===== src/rtl/imsic_access_arbiter_if.sv =====
// Bundle of requester-side and IMSIC-side signals for the IMSIC access arbiter.
// slave = arbiter view, master = requesters/IMSIC view.
interface imsic_access_arbiter_if #(
  parameter int NrReq  = 2,
  parameter int XLEN   = 64,
  parameter int VgeinW = 6
);
  logic [NrReq-1:0]        req_valid_i;
  logic [NrReq-1:0]        req_ready_o;
  logic [NrReq-1:0]        req_we_i;
  logic [NrReq-1:0]        req_claim_i;
  logic [NrReq*XLEN-1:0]   req_addr_i;
  logic [NrReq*XLEN-1:0]   req_data_i;
  logic [NrReq*2-1:0]      req_priv_i;
  logic [NrReq*VgeinW-1:0] req_vgein_i;

  logic [NrReq-1:0]        rsp_valid_o;
  logic [XLEN-1:0]         rsp_data_o;
  logic                    rsp_exc_o;

  logic                    imsic_we_o;
  logic                    imsic_claim_o;
  logic [XLEN-1:0]         imsic_addr_o;
  logic [XLEN-1:0]         imsic_data_o;
  logic [1:0]              imsic_priv_lvl_o;
  logic [VgeinW-1:0]       imsic_vgein_o;
  logic [XLEN-1:0]         imsic_data_i;
  logic                    imsic_exception_i;

  modport slave (
    input  req_valid_i, req_we_i, req_claim_i, req_addr_i, req_data_i,
           req_priv_i, req_vgein_i, imsic_data_i, imsic_exception_i,
    output req_ready_o, rsp_valid_o, rsp_data_o, rsp_exc_o,
           imsic_we_o, imsic_claim_o, imsic_addr_o, imsic_data_o,
           imsic_priv_lvl_o, imsic_vgein_o
  );

  modport master (
    output req_valid_i, req_we_i, req_claim_i, req_addr_i, req_data_i,
           req_priv_i, req_vgein_i, imsic_data_i, imsic_exception_i,
    input  req_ready_o, rsp_valid_o, rsp_data_o, rsp_exc_o,
           imsic_we_o, imsic_claim_o, imsic_addr_o, imsic_data_o,
           imsic_priv_lvl_o, imsic_vgein_o
  );
endinterface


===== src/rtl/imsic_access_arbiter.sv =====
// Shares the per-hart IMSIC register-access port among NrReq requesters, one access in flight.
// Round-robin by default; define IMSIC_ARB_FIXED_PRIO_EN for fixed lowest-index-wins priority.
//
// state | meaning
// IDLE  | arbitrate, capture winning request on handshake
// ISSUE | one-cycle IMSIC strobe, load latency counter
// WAIT  | count down remaining IMSIC read latency
// RESP  | return IMSIC data/exception to the owner for one cycle
module imsic_access_arbiter #(
  parameter int NrReq     = 2,
  parameter int XLEN      = 64,
  parameter int VgeinW    = 6,
  parameter int RdLatency = 1
) (
  input  logic                 clk_i,
  input  logic                 rst_i,
  imsic_access_arbiter_if.slave bus
);
  localparam int IdxW = (NrReq > 1) ? $clog2(NrReq) : 1;
  localparam int CntW = (RdLatency > 1) ? $clog2(RdLatency) : 1;

  typedef enum logic [1:0] {IDLE, ISSUE, WAIT, RESP} state_e;

  state_e            state_q, state_d;
  logic [CntW-1:0]   cnt_q, cnt_d;
  logic [IdxW-1:0]   owner_q, owner_d;
  logic              we_q, we_d;
  logic              claim_q, claim_d;
  logic [XLEN-1:0]   addr_q, addr_d;
  logic [XLEN-1:0]   data_q, data_d;
  logic [1:0]        priv_q, priv_d;
  logic [VgeinW-1:0] vgein_q, vgein_d;

  logic [NrReq-1:0]  grant;
  logic [IdxW-1:0]   grant_idx;
  logic              grant_any;
  logic              capture;

  logic [XLEN-1:0]   addr_arr  [NrReq];
  logic [XLEN-1:0]   data_arr  [NrReq];
  logic [1:0]        priv_arr  [NrReq];
  logic [VgeinW-1:0] vgein_arr [NrReq];

  for (genvar g = 0; g < NrReq; g++) begin : g_unpack
    assign addr_arr[g]  = bus.req_addr_i[g*XLEN +: XLEN];
    assign data_arr[g]  = bus.req_data_i[g*XLEN +: XLEN];
    assign priv_arr[g]  = bus.req_priv_i[g*2 +: 2];
    assign vgein_arr[g] = bus.req_vgein_i[g*VgeinW +: VgeinW];
  end

`ifdef IMSIC_ARB_FIXED_PRIO_EN
  always_comb begin
    grant     = '0;
    grant_idx = '0;
    grant_any = 1'b0;
    for (int k = 0; k < NrReq; k++) begin
      if (!grant_any && bus.req_valid_i[k]) begin
        grant_any = 1'b1;
        grant[k]  = 1'b1;
        grant_idx = IdxW'(k);
      end
    end
  end
`else
  logic [IdxW-1:0] rr_q, rr_d;

  // search starts at the pointer and wraps past the last requester
  always_comb begin
    int idx;
    grant     = '0;
    grant_idx = '0;
    grant_any = 1'b0;
    idx       = 0;
    for (int k = 0; k < NrReq; k++) begin
      idx = int'(rr_q) + k;
      if (idx >= NrReq) idx = idx - NrReq;
      if (!grant_any && bus.req_valid_i[idx]) begin
        grant_any   = 1'b1;
        grant[idx]  = 1'b1;
        grant_idx   = IdxW'(idx);
      end
    end
  end

  always_comb begin
    rr_d = rr_q;
    if (capture) begin
      rr_d = (grant_idx == IdxW'(NrReq - 1)) ? '0 : grant_idx + 1'b1;
    end
  end

  always_ff @(posedge clk_i) begin
    if (rst_i) rr_q <= '0;
    else       rr_q <= rr_d;
  end
`endif

  assign capture = (state_q == IDLE) && grant_any;

  always_ff @(posedge clk_i) begin
    if (rst_i) begin
      state_q <= IDLE;
      cnt_q   <= '0;
    end else begin
      state_q <= state_d;
      cnt_q   <= cnt_d;
    end
  end

  always_comb begin
    state_d = state_q;
    cnt_d   = cnt_q;
    case (state_q)
      IDLE:  if (grant_any) state_d = ISSUE;
      ISSUE: begin
        cnt_d   = CntW'(RdLatency - 1);
        state_d = (RdLatency == 1) ? RESP : WAIT;
      end
      WAIT: begin
        cnt_d = cnt_q - 1'b1;
        if (cnt_d == '0) state_d = RESP;
      end
      RESP:    state_d = IDLE;
      default: state_d = IDLE;
    endcase
  end

  // captured copy is what the IMSIC sees; later requester changes are ignored
  always_comb begin
    owner_d = owner_q;
    we_d    = we_q;
    claim_d = claim_q;
    addr_d  = addr_q;
    data_d  = data_q;
    priv_d  = priv_q;
    vgein_d = vgein_q;
    if (capture) begin
      owner_d = grant_idx;
      we_d    = bus.req_we_i[grant_idx];
      claim_d = bus.req_claim_i[grant_idx];
      addr_d  = addr_arr[grant_idx];
      data_d  = data_arr[grant_idx];
      priv_d  = priv_arr[grant_idx];
      vgein_d = vgein_arr[grant_idx];
    end
  end

  always_ff @(posedge clk_i) begin
    if (rst_i) begin
      owner_q <= '0;
      we_q    <= 1'b0;
      claim_q <= 1'b0;
      addr_q  <= '0;
      data_q  <= '0;
      priv_q  <= '0;
      vgein_q <= '0;
    end else begin
      owner_q <= owner_d;
      we_q    <= we_d;
      claim_q <= claim_d;
      addr_q  <= addr_d;
      data_q  <= data_d;
      priv_q  <= priv_d;
      vgein_q <= vgein_d;
    end
  end

  // outputs are forced low while reset is asserted so an aborted access never strobes or responds
  always_comb begin
    bus.req_ready_o      = '0;
    bus.rsp_valid_o      = '0;
    bus.rsp_data_o       = '0;
    bus.rsp_exc_o        = 1'b0;
    bus.imsic_we_o       = 1'b0;
    bus.imsic_claim_o    = 1'b0;
    bus.imsic_addr_o     = '0;
    bus.imsic_data_o     = '0;
    bus.imsic_priv_lvl_o = '0;
    bus.imsic_vgein_o    = '0;
    if (!rst_i) begin
      if (state_q == IDLE) begin
        bus.req_ready_o = grant;
      end else begin
        bus.imsic_addr_o     = addr_q;
        bus.imsic_data_o     = data_q;
        bus.imsic_priv_lvl_o = priv_q;
        bus.imsic_vgein_o    = vgein_q;
      end
      if (state_q == ISSUE) begin
        bus.imsic_we_o    = we_q & ~claim_q;
        bus.imsic_claim_o = claim_q;
      end
      if (state_q == RESP) begin
        bus.rsp_valid_o[owner_q] = 1'b1;
        bus.rsp_exc_o            = bus.imsic_exception_i;
        bus.rsp_data_o           = (bus.imsic_exception_i || (we_q && !claim_q))
                                   ? '0 : bus.imsic_data_i;
      end
    end
  end
endmodule


===== src/flat_wrapper.sv =====
// flat-port wrapper written by rule: the top's interface ports become plain ports
module imsic_access_arbiter_flat 
#(
  parameter int NrReq     = 2,
  parameter int XLEN      = 64,
  parameter int VgeinW    = 6,
  parameter int RdLatency = 1
)
  (clk_i, rst_i, bus_req_valid_i, bus_req_we_i, bus_req_claim_i, bus_req_addr_i, bus_req_data_i, bus_req_priv_i, bus_req_vgein_i, bus_imsic_data_i, bus_imsic_exception_i, bus_req_ready_o, bus_rsp_valid_o, bus_rsp_data_o, bus_rsp_exc_o, bus_imsic_we_o, bus_imsic_claim_o, bus_imsic_addr_o, bus_imsic_data_o, bus_imsic_priv_lvl_o, bus_imsic_vgein_o);
  imsic_access_arbiter_if #(.NrReq(NrReq), .XLEN(XLEN), .VgeinW(VgeinW)) bus_i ();
  input  logic clk_i;
  input  logic rst_i;
  input wire logic [$bits(bus_i.req_valid_i)-1:0] bus_req_valid_i;
  input wire logic [$bits(bus_i.req_we_i)-1:0] bus_req_we_i;
  input wire logic [$bits(bus_i.req_claim_i)-1:0] bus_req_claim_i;
  input wire logic [$bits(bus_i.req_addr_i)-1:0] bus_req_addr_i;
  input wire logic [$bits(bus_i.req_data_i)-1:0] bus_req_data_i;
  input wire logic [$bits(bus_i.req_priv_i)-1:0] bus_req_priv_i;
  input wire logic [$bits(bus_i.req_vgein_i)-1:0] bus_req_vgein_i;
  input wire logic [$bits(bus_i.imsic_data_i)-1:0] bus_imsic_data_i;
  input wire logic [$bits(bus_i.imsic_exception_i)-1:0] bus_imsic_exception_i;
  output wire logic [$bits(bus_i.req_ready_o)-1:0] bus_req_ready_o;
  output wire logic [$bits(bus_i.rsp_valid_o)-1:0] bus_rsp_valid_o;
  output wire logic [$bits(bus_i.rsp_data_o)-1:0] bus_rsp_data_o;
  output wire logic [$bits(bus_i.rsp_exc_o)-1:0] bus_rsp_exc_o;
  output wire logic [$bits(bus_i.imsic_we_o)-1:0] bus_imsic_we_o;
  output wire logic [$bits(bus_i.imsic_claim_o)-1:0] bus_imsic_claim_o;
  output wire logic [$bits(bus_i.imsic_addr_o)-1:0] bus_imsic_addr_o;
  output wire logic [$bits(bus_i.imsic_data_o)-1:0] bus_imsic_data_o;
  output wire logic [$bits(bus_i.imsic_priv_lvl_o)-1:0] bus_imsic_priv_lvl_o;
  output wire logic [$bits(bus_i.imsic_vgein_o)-1:0] bus_imsic_vgein_o;
  assign bus_i.req_valid_i = bus_req_valid_i;
  assign bus_i.req_we_i = bus_req_we_i;
  assign bus_i.req_claim_i = bus_req_claim_i;
  assign bus_i.req_addr_i = bus_req_addr_i;
  assign bus_i.req_data_i = bus_req_data_i;
  assign bus_i.req_priv_i = bus_req_priv_i;
  assign bus_i.req_vgein_i = bus_req_vgein_i;
  assign bus_i.imsic_data_i = bus_imsic_data_i;
  assign bus_i.imsic_exception_i = bus_imsic_exception_i;
  assign bus_req_ready_o = bus_i.req_ready_o;
  assign bus_rsp_valid_o = bus_i.rsp_valid_o;
  assign bus_rsp_data_o = bus_i.rsp_data_o;
  assign bus_rsp_exc_o = bus_i.rsp_exc_o;
  assign bus_imsic_we_o = bus_i.imsic_we_o;
  assign bus_imsic_claim_o = bus_i.imsic_claim_o;
  assign bus_imsic_addr_o = bus_i.imsic_addr_o;
  assign bus_imsic_data_o = bus_i.imsic_data_o;
  assign bus_imsic_priv_lvl_o = bus_i.imsic_priv_lvl_o;
  assign bus_imsic_vgein_o = bus_i.imsic_vgein_o;
  imsic_access_arbiter #(.NrReq(NrReq), .XLEN(XLEN), .VgeinW(VgeinW), .RdLatency(RdLatency)) u_core (.clk_i(clk_i), .rst_i(rst_i), .bus(bus_i));
endmodule

===== config.mk =====
export PLATFORM = sky130hd
export DESIGN_NAME = imsic_access_arbiter_flat
export DESIGN_NICKNAME = d
export VERILOG_FILES = /design/src/rtl/imsic_access_arbiter_if.sv /design/src/rtl/imsic_access_arbiter.sv /design/src/flat_wrapper.sv
export SDC_FILE = /design/constraint.sdc
export NUM_CORES = 1
export LEC_CHECK = 0
export CAP_MARGIN = 10
export CORE_AREA = 5 5 213 215
export DETAILED_ROUTE_END_ITERATION = 6
export DIE_AREA = 0 0 218 220
export SLEW_MARGIN = 20
export SYNTH_ARGS = -nofsm -noshare
export SYNTH_HDL_FRONTEND = slang
export SYNTH_SLANG_ARGS = --single-unit

===== constraint.sdc =====
create_clock -name clk_i -period 1.85 [get_ports clk_i]
set_input_delay 0.37 -clock clk_i [delete_from_list [all_inputs] [get_ports clk_i]]
set_output_delay 0.37 -clock clk_i [all_outputs]
set_load 0.01 [all_outputs]

==> summary.txt, run 1 <==
Global routing
  – Initial antenna violation count: 8
  – First-pass GRT wire length: 57.7 mm
  – Largest net degree at the start of global routing: 72
  – GRT Overall Usage: 15.7%
  – Grt total ovfl: 0
  – Vias in the first global route: 8978

Finish
  – Share of cells above drive strength 1: 40.1%
  – Non-Filler Instances: approximately 2000
  – Final core occ: 36.4%
  – Filler Cells Inserted: 4389
  – Finished Cell Area: 0.0159 sq mm
  – Area grow syn2layout: 92.1%
  – Area of the multi-input gates: between 0.005 and 0.006 sq mm
  – Nets@finish: 1689
  – Sequential cell area: 0.00287 sq mm

Clocking
  – CTS sink cnt: around 140
  – Clock transition at path regs: about 0.070 ns
  – TritonCTS clock tree: done
  – Root Driver: clkbuf_16
  – CTS buffer count: 17
  – Clk_lat worst skew: 0.46 ns
  – Deepest clock path buffer count: 2
  – CTS H-tree depth: 4

Setup path
  – Worst setup EP type: output pin
  – Worst path required time: around 1.5 ns
  – Crit path capture: bus_rsp_data_o[19]
  – Crit-path cells: ha_4, nand2b_4, nor3_4, buf_4, buf_12, and2_1, clkdlybuf4s15_2
  – Worst r2r path cells: 8
  – Critical path data arrival time: 1.98 ns
  – CP top delay family: buffers and inverters
  – Setup CP Type: flop to output pin
  – CP startpoint kind: flop
  – CP Max Fanout: 32
  – Flop2flop setup slack: -0.02 ns
  – Critical Path Max Stage Delay: 0.37 ns
  – R2r startpoint: u_core.state_q[1]
  – Critical path origin: u_core.state_q[1]
  – Critical-path top delay cell: dfxtp_4
  – Reg2reg end: u_core.data_q[28]
  – Buf+Inv Stages, Crit Path: 3
  – CP Depth: 7

Drt
  – Post-route ant nets: 0
  – Routed WL: about 42 mm
  – Vias: 8811
  – Routed len/inst: 21.7 um
  – Initial DRT Pass Iterations: 5
  – Drt initial violations: 598
  – Vias per cell: 4.53
  – Remaining DRCs: 0

Timing
  – Max_slew headroom: 62.1%
  – Worst clock skew: 0.0136 ns
  – Worst hold slack: ~0.24 ns
  – Max Freq: 425 MHz
  – Final hold violations: 0
  – RSZ-0062 raised after global routing: true
  – Final Slew Violations: 0
  – Final setup vio count: about 230
  – Worst slew pin tran: around 0.57 ns
  – Tmin final: 2.35 ns
  – PnR worst setup slack: -0.503 ns
  – Crit share post-route: 127%

Outcome
  – Failing checks: setup timing
  – Status: complete, but fails checks

Floorplanning
  – I/O pins: 552
  – Die H: 220 um
  – Row Count: 77
  – Starting Density: around a fifth
  – Die area: 0.0480 sq mm
  – Die W: ~220 um
  – Core box area: 0.0435 sq mm

Synthesis
  – Post-synthesis cell type count: 31
  – Yosys reg bits: 143
  – Synth Cell Area: between 0.008 and 0.009 sq mm
  – Syn Area/Cell: 10.9 sq um
  – Top cells by count, synth: 201 x and2_1, 143 x dfxtp_1, 138 x a221o_1
  – Post-synth top area cell: dfxtp_1
  – EDFF count, synth: 0
  – Cells after Synth: 759
  – Top cell type's share of synthesized area: 34.7%
  – Most frequent cell after synthesis: and2_1
  – Syn_nets: 1108
  – Async SR Flop Fraction: 0%
  – Register area share after synthesis: 34.7%
  – Area contributors post-synth: dfxtp_1 35%, nor4b_2 20%, a221o_1 17%, and2_1 15%, buf_2 3.3%
  – Synth warn: 0
  – Ys flop type: dfxtp_1

Place
  – RePlAce Congestion: roughly 0.83
  – Post-DP Area: 0.0148 sq mm
  – Hpwl dp: 28.9 mm
  – IO Port Bufs: 551
  – Placed insts: 1884

Flow run
  – Max cap viols: 0

Pwr
  – Maximum vdd drop: ~0.00045 V
  – P per Cell Area: 912 mW/mm^2
  – LEAKAGE: 0.00628 uW
  – Tot Pwr: 14500 uW

Hold path
  – Worst hold path type: input port to flop
cell families after synthesis:
logic type               synth area share (%)
AND/OR/NAND/NOR                          40.1
flip-flops                               34.7
adder cells (fa/ha/maj)                 0.606
AO/OA/AOI/OAI                            17.1
multiplexers                            0.379
buffers and inverters                    7.14
cell type report:
class,instances,share of cell area (%)
Sequential cell,143,18.1
Inverter,4,0.0947
Clock buffer,24,3.10
Timing Repair Buffer,661,41.3
Multi-Input combinational cell,513,31.9
Antenna cell,1,0.0158
Clock inverter,8,0.805
Tap cell,592,4.67
sequential cells by signal (all words and copies together), names as in the netlist:
register	cells
u_core.vgein_q	6
u_core.data_q	64
u_core.priv_q	2
u_core.state_q	2
u_core.owner_q	1
u_core.rr_q	1
u_core.we_q	1
u_core.claim_q	1
u_core.addr_q	64
u_core.cnt_q	1
layer usage:
| layer | global-route usage, % | wire [um] | vias up | share of wire, % |
|---|---|---|---|---|
| met4 | 4.98 | 739 | 8 | 1.7 |
| met5 | 0 | 61 | - | 0.14 |
| met2 | 23.9 | 19500 | 364 | 46 |
| met3 | 4.70 | 3010 | 50 | 7.1 |
| met1 | 21.4 | 18900 | 4302 | 45 |
| li1 | - | - | 4087 | - |
tightest hold or removal path, stage by stage:
cell and delay (ns):
buf_6 0.10, buf_4 0.14, nor2_1 0.04
power breakdown:
group | total (uW) | switching (uW) | internal (uW)
combinational | 6410 | 2900 | 3510
clock | 3770 | 1500 | 2270
sequential | 4280 | 434 | 3850
worst min path at each step:
| stage | from | endpoint | slack (ns) | cells after the start |
|---|---|---|---|---|
| final | rst_i | u_core.cnt_q | 0.24 | 3 |
| after global routing | rst_i | u_core.cnt_q | 0.24 | 3 |
| after CTS | rst_i | u_core.cnt_q | 0.21 | 3 |
| after detailed placement | u_core.addr_q[54] | u_core.addr_q[54] | 0.46 | 1 |
| after global placement | u_core.data_q[38] | u_core.data_q[38] | 0.46 | 1 |
| after floorplan | u_core.addr_q[0] | u_core.addr_q[0] | 0.45 | 1 |
what timing repair did:
action	in CTS	in global routing
endpoints found under the setup margin	344	344
pin swaps	3	16
hold buffers	0	0
cloned	7	10
resized for setup	609	332
buffers inserted	10	5
placed cells by master (no fill, tap or decap), types with 3 or more instances in the layout:
cell type / netlist / final
and2_1: 201 / 130
clkbuf_16: 0 / 25
a221o_1: 138 / 138
clkbuf_8: 0 / 4
bufinv_16: 0 / 3
buf_12: 0 / 27
and2_4: 0 / 71
nor4b_2: 110 / 110
buf_6: 13 / 73
clkbuf_2: 9 / 32
a21oi_1: 3 / 3
clkdlybuf4s15_2: 0 / 28
nor2_1: 7 / 5
buf_16: 0 / 6
buf_8: 0 / 3
clkbuf_1: 14 / 3
buf_4: 7 / 61
dlygate4sd2_1: 0 / 4
clkdlybuf4s50_1: 0 / 343
nor4b_1: 28 / 28
buf_2: 54 / 76
dfxtp_1: 143 / 141
stage by stage:
step                      setup TNS, ns  setup WS [ns]
after detailed placement        -116.73         -0.556
after floorplan                       0         0.0521
after CTS                       -113.90         -0.582
after global placement          -109.98         -0.519
after global routing            -101.13         -0.563
final                            -80.94         -0.503
Note: power is estimated with default switching activity, not from simulation.
==> run 2: changes to the inputs <==
--- a/config.mk
+++ b/config.mk
@@ -5,7 +5,7 @@
 export SDC_FILE = /design/constraint.sdc
 export NUM_CORES = 1
 export LEC_CHECK = 0
-export CAP_MARGIN = 10
+export CAP_MARGIN = 20
 export CORE_AREA = 5 5 213 215
 export DETAILED_ROUTE_END_ITERATION = 6
 export DIE_AREA = 0 0 218 220
==> constraint.sdc (replaced) <==
create_clock -name clk_i -period 1.85 [get_ports clk_i]
set_input_delay 0.185 -clock clk_i [delete_from_list [all_inputs] [get_ports clk_i]]
set_output_delay 0.185 -clock clk_i [all_outputs]
set_load 0.01 [all_outputs]
==> run 2 against run 1 <==
The run still ends with setup timing left; hold slack got worse by 0.15 ns; non-clock buffer count increased by 24; via count increased by 0.62%; register-to-register slack got worse by 0.02 ns; core utilization increased by 1.5 points; cell count increased by 1.2%; sequential power increased by 1%; maximum frequency increased by 10%; first-iteration DRC count decreased by 5.5%; clock skew decreased by 0.0027 ns; largest power group unchanged.
==> summary.txt, run 2 (synthesis gave the netlist of run 1 again) <==
Outcome
  – Status: complete, but fails checks
  – Failing checks: setup timing

Drt
  – Routed WL: 44.1 mm
  – Post-route ant nets: 0
  – Remaining DRCs: 0
  – Drt initial violations: 565
  – Vias: 8866
  – Routed len/inst: 22.4 um
  – Initial DRT Pass Iterations: 5
  – Vias per cell: 4.50

Timing
  – Worst clock skew: 0.0108 ns
  – Crit share post-route: 116%
  – Final Slew Violations: 0
  – RSZ-0062 raised after global routing: true
  – Max_slew headroom: 49.3%
  – Max Freq: 467 MHz
  – Final setup vio count: 256
  – Tmin final: 2.14 ns
  – Final hold violations: 0
  – PnR worst setup slack: -0.290 ns
  – Worst slew pin tran: 0.761 ns
  – Setup TNS: -42.31 ns

Pwr
  – P per Cell Area: 917 mW/mm^2
  – Maximum vdd drop: 0.000516 V
  – LEAKAGE: 0.00666 uW

Floorplanning
  – Starting Density: 19.0%
  – Die W: 218 um
  – Row Count: 77
  – Core box area: 0.0435 sq mm
  – Die H: 220 um
  – Die area: 0.0480 sq mm
  – I/O pins: 552

Hold path
  – Worst hold path type: input port to flop

Setup path
  – Setup CP Type: flop to output pin
  – CP startpoint kind: flop
  – Worst path required time: 1.66 ns
  – CP Max Fanout: 8
  – Worst setup EP type: output pin
  – Critical path data arrival time: 1.96 ns

Global routing
  – Grt total ovfl: 0
  – First-pass GRT wire length: about 60 mm
  – Largest net degree at the start of global routing: 86
  – Initial antenna violation count: 4
  – Vias in the first global route: 9054
  – GRT Overall Usage: about 17%

Place
  – Hpwl dp: just over 30 mm
  – IO Port Bufs: around 550
  – Placed insts: 1891
  – Post-Place Setup Slack: -0.298 ns
  – RePlAce Congestion: ~0.80

Finish
  – Area of the multi-input gates: 0.00512 sq mm
  – Most frequent cells in the layout: 343 x clkdlybuf4s50_1, 141 x dfxtp_1, 138 x a221o_1
  – Biggest regs: u_core.addr_q x64, u_core.data_q x64, u_core.vgein_q x6
  – Area grow syn2layout: 99.8%
  – Share of cells above drive strength 1: 43.0%
  – Filler Cells Inserted: between 4000 and 5000
  – Most common cell after layout, fill and taps aside: clkdlybuf4s50_1
  – Sequential cell area: 0.00287 sq mm
  – Nets@finish: 1713
  – Non-Filler Instances: 1970

Flow run
  – Max cap viols: 0

Clocking
  – Deepest clock path buffer count: 2
  – TritonCTS clock tree: done
  – Root Driver: clkbuf_16
  – CTS H-tree depth: 4
  – CTS buffer count: 17
  – CTS sink cnt: about 140
  – Clock transition at path regs: around 0.07 ns
  – Clk_lat worst skew: 0.47 ns
## run 2: where the power goes
group	switching, uW	internal (uW)	total, uW
combinational	2950	3850	6800
sequential	480	3850	4330
clock	1500	2500	4000
## run 2: layout make-up
cell class	count	share of cell area, %
clock inverter	9	1.09
sequential	143	17.4
tap	592	4.49
multi-input combinational	513	31.1
timing repair buffer	685	42.9
antenna	1	0.0152
inverter	4	0.106
clock buffer	23	2.90
## run 2: layer usage
metal / GRT usage (%) / vias to the layer above / wire length, um
met5: 0 / - / 0
met3: 5.17 / 35 / 3190
li1: - / 4144 / -
met4: 5.53 / 0 / 886
met1: 22.1 / 4340 / 19800
met2: 25.5 / 347 / 20300
## run 2: metrics by stage
stage / area, sq um / hold slack (ns) / utilization (%) / power, uW
floorplan: 8250 / 0.304 / - / 6830
finish: 16500 / 0.0866 / 37.9 / 15100
global placement: 15000 / 0.460 / 34.5 / 9850
global route: 16500 / 0.0763 / 37.9 / 15900
CTS: 15900 / 0.0206 / 36.6 / 14900
detailed placement: 15000 / 0.461 / 34.5 / 9880
## run 2: critical path, cell delays in order (launching register included)
cell,delay (ns)
dfxtp_4,0.39
inv_4,0.05
ha_4,0.16
nor2_4,0.09
buf_12,0.15
buf_16,0.16
buf_12,0.12
buf_16,0.11
and2_1,0.12
buf_2,0.12
## run 2: worst paths after layout
path,cells after the start,start,end,slack (ns)
setup / recovery,9,u_core.state_q[0],bus_imsic_addr_o[42],-0.29
hold / removal,3,rst_i,u_core.state_q[0],0.09
setup reg to reg,9,u_core.state_q[0],u_core.priv_q[0],-0.04
hold reg to reg,1,u_core.addr_q[30],u_core.addr_q[30],0.48
## run 2: what timing repair did
action                     in CTS  in global routing
setup endpoints to repair     343                344
gates cloned                   13                 10
hold buffers                    1                  0
resized for setup             725                345
hold endpoints to repair        1                  0
setup buffers                  24                  7
pin swaps                       4                 33
==> run 3: changes to the inputs <==
--- a/config.mk
+++ b/config.mk
@@ -9,6 +9,7 @@
 export CORE_AREA = 5 5 213 215
 export DETAILED_ROUTE_END_ITERATION = 6
 export DIE_AREA = 0 0 218 220
+export HOLD_SLACK_MARGIN = 0.12
 export SLEW_MARGIN = 20
 export SYNTH_ARGS = -nofsm -noshare
 export SYNTH_HDL_FRONTEND = slang
==> run 3 against run 2 <==
The flow still finishes with violations (setup timing); cell count stayed put; core utilization up 0.13 points; combinational power is 0.6% higher; maximum frequency about the same.
==> summary.txt, run 3 (synthesis gave the netlist of run 1 again) <==
Outcome
  – Status: complete, but fails checks
  – Failing checks: setup timing

Finish
  – Finished Cell Area: 0.0165 sq mm
  – Most frequent cells in the layout: 343 x clkdlybuf4s50_1, 141 x dfxtp_1, 138 x a221o_1
  – Most common cell after layout, fill and taps aside: clkdlybuf4s50_1
  – Share of cells above drive strength 1: between 40% and 50%
  – Area grow syn2layout: 100%
  – Nets@finish: 1713
  – Biggest regs: u_core.addr_q x64, u_core.data_q x64, u_core.vgein_q x6

Clocking
  – CTS sink cnt: 143
  – Clock transition at path regs: roughly 0.060 ns
  – CTS buffer count: 17
  – CTS H-tree depth: 4
  – Root Driver: clkbuf_16
  – Deepest clock path buffer count: 2
  – TritonCTS clock tree: done
  – Clk_lat worst skew: about 0.47 ns

Timing
  – Final Slew Violations: 0
  – Worst hold slack: 0.280 ns
  – RSZ-0062 raised after global routing: true
  – Worst clock skew: 0.00995 ns
  – Setup TNS: -42.37 ns
  – Final hold violations: 0
  – Final setup vio count: 263
  – Crit share post-route: 116%
  – Max_slew headroom: 48.0%
  – Max Freq: 467 MHz
  – PnR worst setup slack: -0.290 ns
  – Tmin final: 2.14 ns
  – Worst slew pin tran: 0.780 ns

Floorplanning
  – Core box area: between 0.04 and 0.05 sq mm
  – Die W: 218 um
  – I/O pins: 552
  – Die H: approximately 220 um
  – Starting Density: 19.0%
  – Die area: 0.0480 sq mm
  – Row Count: 77

Global routing
  – Largest net degree at the start of global routing: 86
  – Grt total ovfl: 0
  – Initial antenna violation count: 4
  – GRT Overall Usage: 16.6%
  – First-pass GRT wire length: 59.6 mm
  – Vias in the first global route: around 9100

Drt
  – Drt initial violations: 535
  – Remaining DRCs: 0
  – Initial DRT Pass Iterations: 5
  – Post-route ant nets: 0
  – Routed len/inst: about 22 um
  – Routed WL: approximately 44 mm
  – Vias: 8855
  – Vias per cell: 4.49

Setup path
  – Critical path origin: u_core.state_q[0]
  – CP startpoint kind: flop
  – Worst setup EP type: output pin
  – Setup CP Type: flop to output pin
  – Worst path required time: 1.66 ns
  – Critical path data arrival time: 1.96 ns
  – Reg2reg end: u_core.priv_q[0]
  – R2r startpoint: u_core.state_q[0]
  – Worst r2r path cells: 9
  – CP Max Fanout: 6
  – Flop2flop setup slack: -0.05 ns

Hold path
  – Hold Crit Depth: 4
  – Worst hold path type: input port to flop
  – Worst Hold Path EP: u_core.state_q[1]
  – Hold path startpoint: rst_i

Place
  – RePlAce Congestion: around 0.80
  – Hpwl dp: 30.3 mm
  – IO Port Bufs: 551
  – Post-DP Area: 0.0150 sq mm
  – Post-Place Setup Slack: -0.298 ns

Flow run
  – Max cap viols: 0

Pwr
  – LEAKAGE: approximately 0.0067 uW
  – Maximum vdd drop: 0.000517 V
  – P per Cell Area: 917 mW/mm^2
## run 3: changes by cell type in the layout (fill, tap and decap cells not counted), sizes merged
cell and change:
clkdlybuf4s15 -1, dlymetal6s4s +1, dlygate4sd3 -1, clkbuf -1, buf +2
## run 3: per-stage QoR
step	instances	util (%)	total power [uW]
floorplan	759	-	6830
global placement	1891	34.5	9850
detailed placement	1891	34.5	9880
CTS	1960	36.6	14900
global route	1970	38.0	15900
finish	1970	38.0	15200
## run 3: cell type report
class | instances | area, sq um
inverter | 4 | 17.5
antenna | 1 | 2.50
clock buffer | 23 | 478
timing repair buffer | 685 | 7120
clock inverter | 9 | 179
sequential | 143 | 2870
fill | 4362 | 27000
multi-input combinational | 513 | 5130
tap | 592 | 741
## run 3: worst max-delay path: stages, from the launching register on
cell	delay, ns
dfxtp_4	0.39
inv_4	0.05
ha_4	0.16
nor2_4	0.09
buf_12	0.15
buf_12	0.15
buf_16	0.14
buf_12	0.10
and2_1	0.11
buf_2	0.13
## run 3: timing repair
| action | in CTS | in global routing |
|---|---|---|
| resized for setup | 725 | 363 |
| pin swaps | 4 | 34 |
| hold endpoints to repair | 3 | 0 |
| gates cloned | 13 | 10 |
| endpoints found under the setup margin | 343 | 344 |
| setup buffers | 24 | 7 |
| hold buffers | 1 | 0 |
## run 3: metal layers
layer	global-route usage, %	routed length (um)
met1	22.1	19900
met2	25.6	20300
met3	5.17	3080
met4	5.53	947
met5	0	0
## run 3: worst max path at each step
stage / endpoint / slack (ns) / depth (start not counted)
floorplan: bus_imsic_data_o[48] / 0.11 / 7
global placement: bus_imsic_data_o[2] / -0.31 / 6
detailed placement: bus_imsic_data_o[2] / -0.30 / 6
CTS: bus_rsp_data_o[63] / -0.48 / 8
global route: bus_imsic_addr_o[42] / -0.38 / 9
finish: bus_imsic_data_o[34] / -0.29 / 9
## run 3: power breakdown
part | internal (uW) | switching (uW) | leakage, uW | total, uW
Clock | 2500 | 1500 | 0.000314 | 4000
Combinational | 3870 | 2970 | 0.00519 | 6840
Sequential | 3850 | 483 | 0.00118 | 4330
Total | 10200 | 4950 | 0.00668 | 15200
